$ cat config.mk
export PLATFORM = sky130hd
export DESIGN_NAME = truth_table_sweeper
export DESIGN_NICKNAME = d
export VERILOG_FILES = /design/src/rtl/truth_table_sweeper.sv
export SDC_FILE = /design/constraint.sdc
export NUM_CORES = 1
export LEC_CHECK = 0
export BUFFER_PORTS_ARGS = -buffer_cell sky130_fd_sc_hd__buf_4
export CAP_MARGIN = 40
export CORE_MARGIN = 2
export CORE_UTILIZATION = 40
export CTS_CLUSTER_DIAMETER = 40
export CTS_CLUSTER_SIZE = 14
export DETAILED_ROUTE_END_ITERATION = 8
export HOLD_SLACK_MARGIN = 0.15
export SLEW_MARGIN = 40
export SYNTH_ARGS = -nofsm -noshare
export SYNTH_HDL_FRONTEND = slang
export SYNTH_SLANG_ARGS = --single-unit
$ cat constraint.sdc
create_clock -name clk -period 1.8 [get_ports clk]
set_input_delay 0.36 -clock clk [delete_from_list [all_inputs] [get_ports clk]]
set_output_delay 0.36 -clock clk [all_outputs]
set_load 0.02 [all_outputs]
$ cat src/rtl/truth_table_sweeper.sv
// rtl/truth_table_sweeper.sv - walks {a,b,c} through 0..7, samples y per vector, compares to a golden table
module truth_table_sweeper #(
    parameter int unsigned SETTLE = 1
) (
    input  logic       clk,
    input  logic       rst_n,
    input  logic       start,
    input  logic [7:0] expected,
    output logic       a,
    output logic       b,
    output logic       c,
    input  logic       y,
    output logic       busy,
    output logic       done,
    output logic       pass,
    output logic [7:0] captured,
    output logic [7:0] mismatch
);

    typedef enum logic [1:0] {IDLE, RUN, FINISH} state_t;

    localparam logic [3:0] SETTLE_C = 4'(SETTLE);

    state_t     state_q, state_d;
    logic [2:0] idx_q, idx_d;
    logic [3:0] cnt_q, cnt_d;
    logic [7:0] exp_q, exp_d;
    logic [7:0] cap_q, cap_d;
    logic [7:0] mis_q, mis_d;
    logic       pass_q, pass_d;
    logic       done_q, done_d;
    logic       busy_q, busy_d;

    always_ff @(posedge clk or negedge rst_n) begin
        if (!rst_n) begin
            state_q <= IDLE;
            idx_q   <= 3'd0;
            cnt_q   <= 4'd0;
            exp_q   <= 8'h00;
            cap_q   <= 8'h00;
            mis_q   <= 8'h00;
            pass_q  <= 1'b0;
            done_q  <= 1'b0;
            busy_q  <= 1'b0;
        end else begin
            state_q <= state_d;
            idx_q   <= idx_d;
            cnt_q   <= cnt_d;
            exp_q   <= exp_d;
            cap_q   <= cap_d;
            mis_q   <= mis_d;
            pass_q  <= pass_d;
            done_q  <= done_d;
            busy_q  <= busy_d;
        end
    end

    always_comb begin
        state_d = state_q;
        idx_d   = idx_q;
        cnt_d   = cnt_q;
        exp_d   = exp_q;
        cap_d   = cap_q;
        mis_d   = mis_q;
        pass_d  = pass_q;
        done_d  = 1'b0;
        busy_d  = busy_q;
        unique case (state_q)
            IDLE: begin
                if (start) begin
                    exp_d   = expected;
                    cap_d   = 8'h00;
                    pass_d  = 1'b0;
                    idx_d   = 3'd0;
                    cnt_d   = SETTLE_C;
                    busy_d  = 1'b1;
                    state_d = RUN;
                end
            end
            RUN: begin
                if (cnt_q != 4'd0) begin
                    cnt_d = cnt_q - 4'd1;
                end else begin
                    cap_d[idx_q] = y;
                    if (idx_q != 3'd7) begin
                        idx_d = idx_q + 3'd1;
                        cnt_d = SETTLE_C;
                    end else begin
                        // index returns to 0 so the DUT sees 000 during FINISH
                        idx_d   = 3'd0;
                        state_d = FINISH;
                    end
                end
            end
            FINISH: begin
                done_d  = 1'b1;
                busy_d  = 1'b0;
                pass_d  = (cap_q == exp_q);
                mis_d   = cap_q ^ exp_q;
                idx_d   = 3'd0;
                state_d = IDLE;
            end
            default: state_d = IDLE;
        endcase
    end

    assign a        = idx_q[2];
    assign b        = idx_q[1];
    assign c        = idx_q[0];
    assign busy     = busy_q;
    assign done     = done_q;
    assign pass     = pass_q;
    assign captured = cap_q;
    assign mismatch = mis_q;

endmodule

-- Word level (Yosys, flattened, before mapping)
Cells that the tools add are included.
- $add $sub $neg: 2
- $lt $le $gt $ge: 2
- eq/ne operators: 8
- multiplexer cells: 23
- bitwise gates (word level): 1
- reduce and logical (&&, ||, !) cells: 12
- operator list (cell ; count):
    $mux W8 ; 2
    $pmux W8 S2 ; 1
    $mux W4 ; 3
    $reduce_and A3 Y1 ; 4
    $mux W3 ; 3
    $pmux W3 S3 ; 1
    $bwmux W8 ; 1
    $eq A8 B8 Y1 ; 1
    $pmux W4 S2 ; 1
    $xor A8 B8 Y8 ; 1
    $mux W2 ; 3
    $ne A2 B2 Y1 const B ; 3
    $ne A3 B3 Y1 const B ; 2
    $lt A3 B4 Y1 const B ; 1
    $mux W1 ; 4
    $pmux W1 S2 ; 2
    $pmux W2 S2 ; 1
    $reduce_and A2 Y1 ; 2
    $reduce_bool A2 Y1 ; 2
    $reduce_bool A4 Y1 ; 1
    $sub A4 B1 Y4 const B ; 1
    $add A3 B1 Y3 const B ; 1
    $demux W1 S3 ; 1
    $ge A3 B1 Y1 const B ; 1
    5 further kinds ; 5
- register bits: 36
- input bits: 12
- output and inout bits: 22
- word-level logic and storage cells: 57

-- Depth between registers and ports, before layout
Gate-level depths: netlist of the first run.
- depth in word-level cells: 7
- mapped depth: 5
- depth with buffers taken out: 5

-- Worst setup path before layout of the first run
No wires, ideal clock.
- path kind: register to register
- start: reg cnt_q[0]
- end: reg cnt_q[0]
- setup time: 125 ps
- data arrival time: 1363 ps
- setup slack: 312 ps
- stages on the path, launching flop included: 6
- path buffers: 0
- period minus slack after synthesis: 1488 ps
- path through: dfrtp_1 -> inv_1 -> ha_1 -> nor3b_4 -> a311oi_2 -> mux2_2
- cells in the longest elaborated chain, start to end: 3
- RTL lines (element ; RTL line ; source):
    from (decl) ; 26 ; logic [3:0] cnt_q, cnt_d;
    from (signal assigned) ; 48 ; cnt_q <= cnt_d;
    $sub A4 B1 Y4 or $reduce_bool A4 Y1 (tied branches) ; 82, 81 ;
    $mux W4 or $ne A3 B3 Y1 (tied branches) ; -- ;
    $pmux W4 S2 or $reduce_and A3 Y1 (tied branches) ; -- ;
Several ways; a longest one is shown, not always the timed one.
A chain may end at the register's enable or synchronous reset.

-- Worst setup path in the final report of the first run
- start: reg cnt_q[0]
- end: reg cap_q[5], in the netlist captured[5]
- cells in the longest elaborated chain, start to end: 3
- RTL lines (element ; RTL line ; source):
    $reduce_bool A4 Y1 ; 81 ; if (cnt_q != 4'd0) begin
    $ne A2 B2 Y1 (no line) ; -- ;
    $reduce_and A3 Y1 (no line) ; -- ;
    to (signal assigned) ; 50 ; cap_q <= cap_d;
    to (decl) ; 28 ; logic [7:0] cap_q, cap_d;
No other way between the ends.

==> impl_metrics.ini, run 1 <==
[clock_tree]
cts-htree-levels = 2
cts_made_buffers = 5
clock_tree.root_cell = sky130_fd_sc_hd__clkbuf_8
post_cts.repair.setup_buffers = 0
clock_sinks = 36
post_cts_resized = 0
cts-root-to-sink-buffers = 2
clk_pin_slew_worst_paths_ns = 0.07
cts_hold_buffers = 1
cts_tree = built
latest_clock_arrival_within_the_worst_skew_pair_ns = 0.29

[die]
die_w_um = 70.7
ios = 34
die-height_um = 70.7
core_region_area_um2 = 4320
placement_rows = 24
die-area_um2 = 4990
initial_standard_cell_utilization_of_the_core = 0.411

[yosys]
ys_ff_latch = 36
synth-edff-count = 0
yosys_most_used_dff = sky130_fd_sc_hd__dfrtp_1
yosysWarnings = 0
mappedNetlistNets = 172
seq_area_frac_synth = 0.507
syn_std_cell_area_um2 = 1780
async_set_reset_flop_share_out_of_synthesis = 1.00
synth_cell_type_count = 40
avgSynthCellArea_um2 = 11.4
postSynthCellCount = 156

[cells_and_area]
syn_to_final_growth_pct = 22.5
mostFrequentLayoutCell = sky130_fd_sc_hd__buf_4
num_antenna_cells = 0
fin_nets = 208
final_design_area_no_fill_um2 = 2180
most_frequent_cells_in_the_layout = sky130_fd_sc_hd__buf_4 (37), sky130_fd_sc_hd__dfrtp_1 (36), sky130_fd_sc_hd__inv_1 (11)
final.fill_count = 413
layout-drive-gt1-share = 0.301

[timing]
post-route-worst-setup-slack_ns = 0.190
fin_crit_period_ns = 1.61
report.final.hold_viol_count = 0
setup-violations-final = 0
slew_violations = 0
grt_setup_unrepaired = false
totalNegativeSetupSlack_ns = 0
finClkSkew_ns = 0.00240
worst_relative_slew_slack = 0.670
max_slew.worst_pin.slew_ns = 0.495
maxClockFrequency_mhz = 621
fin_crit_sh = 0.895

[routing]
wl_per_cell_um = 15.2
post_drt_via_cell_ratio = 5.31
drt_first_pass_iters = 4
drc_errors = 0
detailedRoute.firstIterationViolations = 48
detail_route.wirelength_um = 3720
routed-via-count = 1302
ant_nets = 0

[worst_setup_path]
critPathLaunchType = flop
critical_path_arrival_ns = 1.77
regToRegSetupSlack_ns = 0.19
timing.rr.start = cnt_q[0]
ff2ff_path_depth = 5
r2r-end = captured[5]
timing.critical_path.from = cnt_q[0]
worstSetupEndpoint = captured[5]
critical_path_required_ns = 1.96
worst_setup_path_end_kind = flop
critical_path_peak_fanout = 6
criticalPathCategory = flop to flop

[status]
run_status = complete, no violations

[pwr]
power_leakage_nw = 0.985
worst_ir_drop_vdd_mv = 0.584
netSwitchingPower_mw = 1.04
swShare = 0.355
cellPowerDensity_nw_per_um2 = 1340
pwr-share-seq = 0.414
internal-power_mw = 1.89
p_comb_frac = 0.345
clock_power_share = 0.240

[min_path]
worst_hold_class = input pin to flop

[global_route]
grt_overflow_total = 0
grt_max_degree = 37
number_of_antenna_violations_at_the_first_check_in_global_routing = 0
grt_first_pass_wirelength_um = 6320
first_global_vias = 1298
grt.total_usage = 0.162

[placed_design]
gp_congestion = 0.761
port_buffers = 33
placement.cell_area_um2 = 2060
hpwl_um = 2670
pre_cts_ws_ns = 0.215

[run]
max-cap-violations = 0
==> power by group through the flow <==
stage	Sequential [mW]	Clock, mW	Combinational, mW
5_1_grt	1.26	0.762	1.11
3_3_place_gp	1.22	0	0.988
4_1_cts	1.21	0.725	1.02
2_1_floorplan	1.26	0	0.646
3_5_place_dp	1.23	0	1.02
6_report	1.21	0.704	1.01
==> synthesized netlist by cell type (4+ instances only) <==
cell | number | share of area
sky130_fd_sc_hd__ha_1 | 4 | 0.028
sky130_fd_sc_hd__o2bb2ai_1 | 4 | 0.020
sky130_fd_sc_hd__nor2_1 | 4 | 0.0084
sky130_fd_sc_hd__o22ai_1 | 6 | 0.021
sky130_fd_sc_hd__o21ai_0 | 10 | 0.028
sky130_fd_sc_hd__dfrtp_1 | 36 | 0.51
sky130_fd_sc_hd__nand3_1 | 4 | 0.011
sky130_fd_sc_hd__or3b_1 | 4 | 0.020
sky130_fd_sc_hd__buf_2 | 6 | 0.017
sky130_fd_sc_hd__a221oi_1 | 4 | 0.020
sky130_fd_sc_hd__mux2_2 | 8 | 0.051
sky130_fd_sc_hd__inv_1 | 11 | 0.023
sky130_fd_sc_hd__xnor2_1 | 8 | 0.039
sky130_fd_sc_hd__nand3b_1 | 4 | 0.017
sky130_fd_sc_hd__nand2_1 | 9 | 0.019
==> final cells by class <==
cell class / instances / area, um2 / area share
clock buffers: 6 / 72.6 / 0.0333
clock inverters: 2 / 35.0 / 0.0161
inverters: 11 / 41.3 / 0.0190
multi-input cells: 100 / 776 / 0.356
flip-flops and latches: 36 / 901 / 0.414
well taps: 52 / 65.1 / 0.0299
repair buffers: 38 / 288 / 0.132
==> kinds of logic (layout without fill, tap and decap cells) <==
logic type | count (synthesis) | after routing | synth area share
XOR/XNOR | 8 | 8 | 0.0394
buffers and inverters | 20 | 57 | 0.0570
multiplexers | 9 | 9 | 0.0570
flip-flops | 36 | 36 | 0.507
adder cells (fa/ha/maj) | 4 | 4 | 0.0282
AO/OA/AOI/OAI | 39 | 39 | 0.165
AND/OR/NAND/NOR | 40 | 40 | 0.147
==> stage by stage <==
step	std cells	power (mW)	hold slack [ns]	utilization
6_report	245	2.93	0.285	0.504
5_1_grt	245	3.13	0.293	0.504
4_1_cts	245	2.96	0.282	0.504
3_5_place_dp	236	2.25	0.353	0.477
3_3_place_gp	236	2.21	0.339	0.477
2_1_floorplan	156	1.91	0.0644	-
==> metal layers <==
layer / track usage / routed length, um / up-vias / part of all wire
met1: 0.209 / 1620 / 618 / 0.44
met2: 0.260 / 1850 / 32 / 0.50
met4: 0.0587 / 51 / 0 / 0.014
li1: - / - / 647 / -
met3: 0.0470 / 189 / 5 / 0.051
met5: 0 / 0 / - / 0
==> worst min path at each step <==
stage                     to  cells after the start   startpoint  slack (ns)
global route        exp_q[6]                      2  expected[6]        0.29
CTS                 exp_q[6]                      2  expected[6]        0.28
detailed placement      busy                      1        rst_n        0.35
finish              exp_q[6]                      2  expected[6]        0.29
floorplan               busy                      0        rst_n        0.06
global placement        busy                      1        rst_n        0.34
==> state kept, by name (all words and copies together), names as in the netlist <==
name	cells
pass	1
done	1
state_q	2
busy	1
mismatch	8
cnt_q	4
idx_q	3
exp_q	8
captured	8
==> critical path: stages (launching register included) <==
cell and delay, ns:
sky130_fd_sc_hd__dfrtp_1 0.40, sky130_fd_sc_hd__inv_1 0.11, sky130_fd_sc_hd__ha_1 0.21, sky130_fd_sc_hd__nand4bb_1 0.28, sky130_fd_sc_hd__a21oi_1 0.33, sky130_fd_sc_hd__o221ai_1 0.15
(Power assumes the default switching activity.)
==> run 2: changes to the inputs <==
--- a/config.mk
+++ b/config.mk
@@ -13,6 +13,7 @@
 export CTS_CLUSTER_SIZE = 14
 export DETAILED_ROUTE_END_ITERATION = 8
 export HOLD_SLACK_MARGIN = 0.15
+export RECOVER_POWER = 25
 export SLEW_MARGIN = 40
 export SYNTH_ARGS = -nofsm -noshare
 export SYNTH_HDL_FRONTEND = slang
==> run 2 against run 1 <==
Effect of this change:
- first-iteration DRC count is the same
- largest cell class unchanged
- clock power about the same
- via count unchanged
- cell count is the same
- global-route usage unchanged
- die area unchanged
- final area fell by 0.11%
- combinational power barely moved
- clock skew did not move
- largest power group unchanged
- sequential share of layout area hardly changed
==> impl_metrics.ini, run 2 (synthesis gave the netlist of run 1 again) <==
[worst_setup_path]
timing.critical_path.from = cnt_q[0]
critical_path_arrival_ns = 1.77
ff2ff_path_depth = 5
timing.rr.start = cnt_q[0]
worst_setup_path_end_kind = flop
critical-path-max-stage-delay_ns = 0.40
criticalPathCategory = flop to flop
crit_path_cell_trace = inv_1 -> ha_1 -> nand4bb_1 -> a21oi_1 -> o221ai_1
regToRegSetupSlack_ns = 0.19
worst_path_max_delay_cell = sky130_fd_sc_hd__dfrtp_1
critical_path_required_ns = 1.96
worstSetupEndpoint = captured[5]
critical_path_peak_fanout = 6
r2r-end = captured[5]
critPathLaunchType = flop

[clock_tree]
clk_pin_slew_worst_paths_ns = 0.07
latest_clock_arrival_within_the_worst_skew_pair_ns = 0.29
cts_tree = built
cts-htree-levels = 2
post_cts.repair.setup_buffers = 0
clock_tree.root_cell = sky130_fd_sc_hd__clkbuf_8
cts_made_buffers = 5
cts-root-to-sink-buffers = 2
clock_sinks = 36

[placed_design]
gp_congestion = 0.761
pre_cts_ws_ns = 0.215
port_buffers = 33
hpwl_um = 2670

[pwr]
pwr-share-seq = 0.414
swShare = 0.355
totalPowerFinal_mw = 2.93
power_leakage_nw = 0.984
clock_power_share = 0.240
netSwitchingPower_mw = 1.04
p_comb_frac = 0.345
internal-power_mw = 1.89
worst_ir_drop_vdd_mv = 0.584
cellPowerDensity_nw_per_um2 = 1340

[timing]
totalNegativeSetupSlack_ns = 0
max_slew.worst_pin.slew_ns = 0.923
setup-violations-final = 0
grt_setup_unrepaired = false
report.final.hold_viol_count = 0
maxClockFrequency_mhz = 621
fin_crit_sh = 0.895
fin_crit_period_ns = 1.61
worst_relative_slew_slack = 0.385
post-route-worst-setup-slack_ns = 0.190
slew_violations = 0
finClkSkew_ns = 0.00240

[die]
placement_rows = 24
core_region_area_um2 = 4320
initial_standard_cell_utilization_of_the_core = 0.411
die-area_um2 = 4990
ios = 34
die_w_um = 70.7
die-height_um = 70.7

[routing]
wl_per_cell_um = 15.2
drt_first_pass_iters = 4
detailedRoute.firstIterationViolations = 48
drc_errors = 0
post_drt_via_cell_ratio = 5.31
ant_nets = 0
detail_route.wirelength_um = 3720
routed-via-count = 1302

[min_path]
worst_hold_class = input pin to flop

[global_route]
grt_overflow_total = 0
grt.total_usage = 0.162
grt_first_pass_wirelength_um = 6320
first_global_vias = 1298
number_of_antenna_violations_at_the_first_check_in_global_routing = 0
grt_max_degree = 37

[cells_and_area]
num_antenna_cells = 0
syn_to_final_growth_pct = 22.4
layout-drive-gt1-share = 0.301
fin_nets = 208
most_frequent_cells_in_the_layout = sky130_fd_sc_hd__dfrtp_1 (36), sky130_fd_sc_hd__buf_4 (36), sky130_fd_sc_hd__inv_1 (11)

[status]
run_status = complete, no violations

[run]
max-cap-violations = 0
==> run 2: changes by cell type in the layout (fill, tap and decap cells not counted), sizes merged <==
cell,previous run,this run
clkbuf,6,7
buf,37,36
==> run 2: power groups by stage <==
stage / combinational (mW) / sequential [mW] / clock, mW
finish: 1.01 / 1.21 / 0.704
global route: 1.11 / 1.26 / 0.762
CTS: 1.02 / 1.21 / 0.725
detailed placement: 1.02 / 1.23 / 0
global placement: 0.988 / 1.22 / 0
floorplan: 0.646 / 1.26 / 0
==> run 2: layout make-up <==
class	count	area, um2
fillers	414	2150
flip-flops and latches	36	901
multi-input cells	100	776
repair buffers	38	285
clock buffers	6	72.6
well taps	52	65.1
inverters	11	41.3
clock inverters	2	35.0
==> run 2: worst max-delay path: cells and delay by family (launching register included) <==
family / cells / cell delay, ns
buf+inv: 1 / 0.11
fa+ha+maj: 1 / 0.21
simple gates: 1 / 0.28
flops: 1 / 0.40
compound gates: 2 / 0.48
==> run 2: timing repair <==
action	4_1_cts	5_1_grt
endpoints found under the setup margin	0	0
hold endpoints to repair	36	0
resized for setup	0	0
hold buffers	1	0
==> run 2: how the worst min path moves through the flow <==
stage               slack (ns)        to         from  depth (start not counted)
finish                    0.29  exp_q[6]  expected[6]                          2
global route              0.29  exp_q[6]  expected[6]                          2
CTS                       0.28  exp_q[6]  expected[6]                          2
detailed placement        0.35      busy        rst_n                          1
global placement          0.34      busy        rst_n                          1
floorplan                 0.06      busy        rst_n                          0
==> run 2: routing by layer <==
metal  share of wire  global-route usage  vias up
met5               0                   0        -
met4           0.014              0.0587        0
met3           0.051              0.0470        5
met2            0.50               0.260       32
met1            0.44               0.209      618
li1                -                   -      647
==> run 2: metrics by stage <==
| stage | util | cell area [um2] | hold slack (ns) | cells |
|---|---|---|---|---|
| 2_1_floorplan | - | 1780 | 0.0644 | 156 |
| 3_5_place_dp | 0.477 | 2060 | 0.353 | 236 |
| 6_report | 0.503 | 2180 | 0.285 | 245 |
| 4_1_cts | 0.504 | 2180 | 0.282 | 245 |
| 5_1_grt | 0.503 | 2180 | 0.293 | 245 |
| 3_3_place_gp | 0.477 | 2060 | 0.339 | 236 |
==> run 3: changes to the inputs <==
--- a/config.mk
+++ b/config.mk
@@ -6,13 +6,13 @@
 export NUM_CORES = 1
 export LEC_CHECK = 0
 export BUFFER_PORTS_ARGS = -buffer_cell sky130_fd_sc_hd__buf_4
-export CAP_MARGIN = 40
 export CORE_MARGIN = 2
-export CORE_UTILIZATION = 40
+export CORE_UTILIZATION = 49
 export CTS_CLUSTER_DIAMETER = 40
 export CTS_CLUSTER_SIZE = 14
 export DETAILED_ROUTE_END_ITERATION = 8
 export HOLD_SLACK_MARGIN = 0.15
+export PLACE_DENSITY = 0.75
 export RECOVER_POWER = 25
 export SLEW_MARGIN = 40
 export SYNTH_ARGS = -nofsm -noshare
==> constraint.sdc (replaced) <==
create_clock -name clk -period 1.4 [get_ports clk]
set_input_delay 0.28 -clock clk [delete_from_list [all_inputs] [get_ports clk]]
set_output_delay 0.28 -clock clk [all_outputs]
set_load 0.02 [all_outputs]
==> run 3 against run 2 <==
Effect of this change:
- the flow now finishes with violations (negative setup slack)
- sequential cell count stayed put
- cell count is 7.8% higher
- critical endpoint is now captured[7]
- largest power group is now combinational logic
- clock power is 28% lower
- setup slack worse by 0.27 ns
- sequential share of layout area is 5.5 points lower
==> impl_metrics.ini, run 3 (synthesis gave the netlist of run 1 again) <==
[pwr]
worst_ir_drop_vdd_mv = 0.975
power_leakage_nw = 1.16
swShare = 0.377
pwr-share-seq = 0.365
cellPowerDensity_nw_per_um2 = 1640
p_comb_frac = 0.512
clock_power_share = 0.123
internal-power_mw = 2.57
netSwitchingPower_mw = 1.55

[die]
initial_standard_cell_utilization_of_the_core = 0.521
die_w_um = 64.2
placement_rows = 21
ios = 34
core_region_area_um2 = 3420
die-height_um = 64.2
die-area_um2 = 4130

[clock_tree]
cts_tree = built
clock_tree.root_cell = sky130_fd_sc_hd__clkbuf_4
latest_clock_arrival_within_the_worst_skew_pair_ns = 0.34
cts-root-to-sink-buffers = 2
cts-htree-levels = 2
clock_sinks = 36
cts_made_buffers = 5
clk_pin_slew_worst_paths_ns = 0.10

[routing]
routed-via-count = 1462
ant_nets = 0
detail_route.wirelength_um = 4450
wl_per_cell_um = 16.8
drc_errors = 0
post_drt_via_cell_ratio = 5.54
drt_first_pass_iters = 4
detailedRoute.firstIterationViolations = 66

[min_path]
min_delay_path_depth = 2
worst_hold_class = input pin to flop

[cells_and_area]
mostFrequentLayoutCell = sky130_fd_sc_hd__buf_4
fin_nets = 234
most_frequent_cells_in_the_layout = sky130_fd_sc_hd__buf_4 (53), sky130_fd_sc_hd__dfrtp_1 (33), sky130_fd_sc_hd__o21ai_0 (10)
final_design_area_no_fill_um2 = 2520
final_core_utilization = 0.737
sequential_cell_area_um2 = 905
area_taken_by_multi_input_logic_gates_um2 = 945
final.fill_count = 238
num_antenna_cells = 0
layout-drive-gt1-share = 0.509
syn_to_final_growth_pct = 41.6

[worst_setup_path]
critical_path_peak_fanout = 7
critPathLaunchType = flop
criticalPathCategory = flop to flop
ff2ff_path_depth = 6
critical_path_required_ns = 1.66
worst_setup_path_end_kind = flop
critical_path_arrival_ns = 1.74

[timing]
report.final.hold_viol_count = 0
max_slew.worst_pin.slew_ns = 0.899
finClkSkew_ns = 0.00592
final.hold.worst_slack_ns = 0.163
setup-violations-final = 12
fin_crit_period_ns = 1.48
fin_crit_sh = 1.06
post-route-worst-setup-slack_ns = -0.0802
grt_setup_unrepaired = true
slew_violations = 0
worst_relative_slew_slack = 0.401
maxClockFrequency_mhz = 676

[global_route]
grt_first_pass_wirelength_um = 6530
first_global_vias = 1483
grt_max_degree = 37
grt_overflow_total = 0
number_of_antenna_violations_at_the_first_check_in_global_routing = 0
grt.total_usage = 0.207

[placed_design]
gp_congestion = 0.820
port_buffers = 33
placement.cell_area_um2 = 2210
pre_cts_ws_ns = -0.0365
hpwl_um = 2720

[status]
run_status = finished with violations
violated_checks = negative setup slack

[run]
max-cap-violations = 0
[run 3: cell types whose count changed in the layout (fill, tap and decap cells not counted), moves of 5 or more]
| cell | change |
|---|---|
| sky130_fd_sc_hd__buf_4 | +17 |
| sky130_fd_sc_hd__buf_6 | +8 |
| sky130_fd_sc_hd__clkbuf_4 | +5 |
| sky130_fd_sc_hd__clkbuf_8 | -5 |
[run 3: metal layers]
layer | GRT usage | routed length [um] | vias to the layer above
li1 | - | - | 692
met1 | 0.234 | 1780 | 715
met2 | 0.367 | 2400 | 44
met3 | 0.0546 | 202 | 11
met4 | 0.0851 | 74 | 0
met5 | 0 | 0 | -
[run 3: worst paths after layout]
path / from / slack [ns] / endpoint
max: cnt_q[0] / -0.08 / captured[7]
min: expected[6] / 0.16 / exp_q[6]
max reg2reg: cnt_q[0] / -0.08 / captured[7]
min reg2reg: busy / 0.50 / busy
max in group asynchronous: rst_n / 0.20 / idx_q[2]
min in group asynchronous: rst_n / 0.59 / busy
[run 3: metrics by stage]
stage,power [mW],cells,setup TNS [ns]
6_report,4.12,264,-0.603
5_1_grt,4.37,264,-1.19
4_1_cts,3.85,257,-0.103
3_5_place_dp,3.21,246,-0.167
3_3_place_gp,3.15,246,0
2_1_floorplan,2.58,156,-0.0590
[run 3: final cells by class]
class                           count  area share
Multi-Input combinational cell    100       0.375
Clock inverter                      1     0.00199
Sequential cell                    36       0.359
Inverter                           11      0.0164
Tap cell                           46      0.0229
Timing Repair Buffer               64       0.208
Clock buffer                        6      0.0164
[run 3: power by group through the flow]
stage	clock, mW	combinational (mW)	sequential [mW]
finish	0.509	2.11	1.50
global route	0.567	2.27	1.54
CTS	0.516	1.83	1.50
detailed placement	0	1.70	1.51
global placement	0	1.66	1.49
floorplan	0	0.942	1.64
[run 3: repair_timing]
item                       in CTS  in global routing
pin swaps                       6                  9
buffers inserted                5                  7
gates resized for setup        16                 18
setup endpoints to repair      15                 24
hold endpoints to repair       36                  0
hold buffers                    1                  0
[run 3: worst max-delay path, cell delays in order, from the launching register on]
cell                      delay, ns
sky130_fd_sc_hd__dfrtp_1       0.40
sky130_fd_sc_hd__inv_2         0.09
sky130_fd_sc_hd__ha_4          0.14
sky130_fd_sc_hd__nor3b_4       0.28
sky130_fd_sc_hd__buf_6         0.16
sky130_fd_sc_hd__nand3_4       0.12
sky130_fd_sc_hd__o22ai_1       0.22
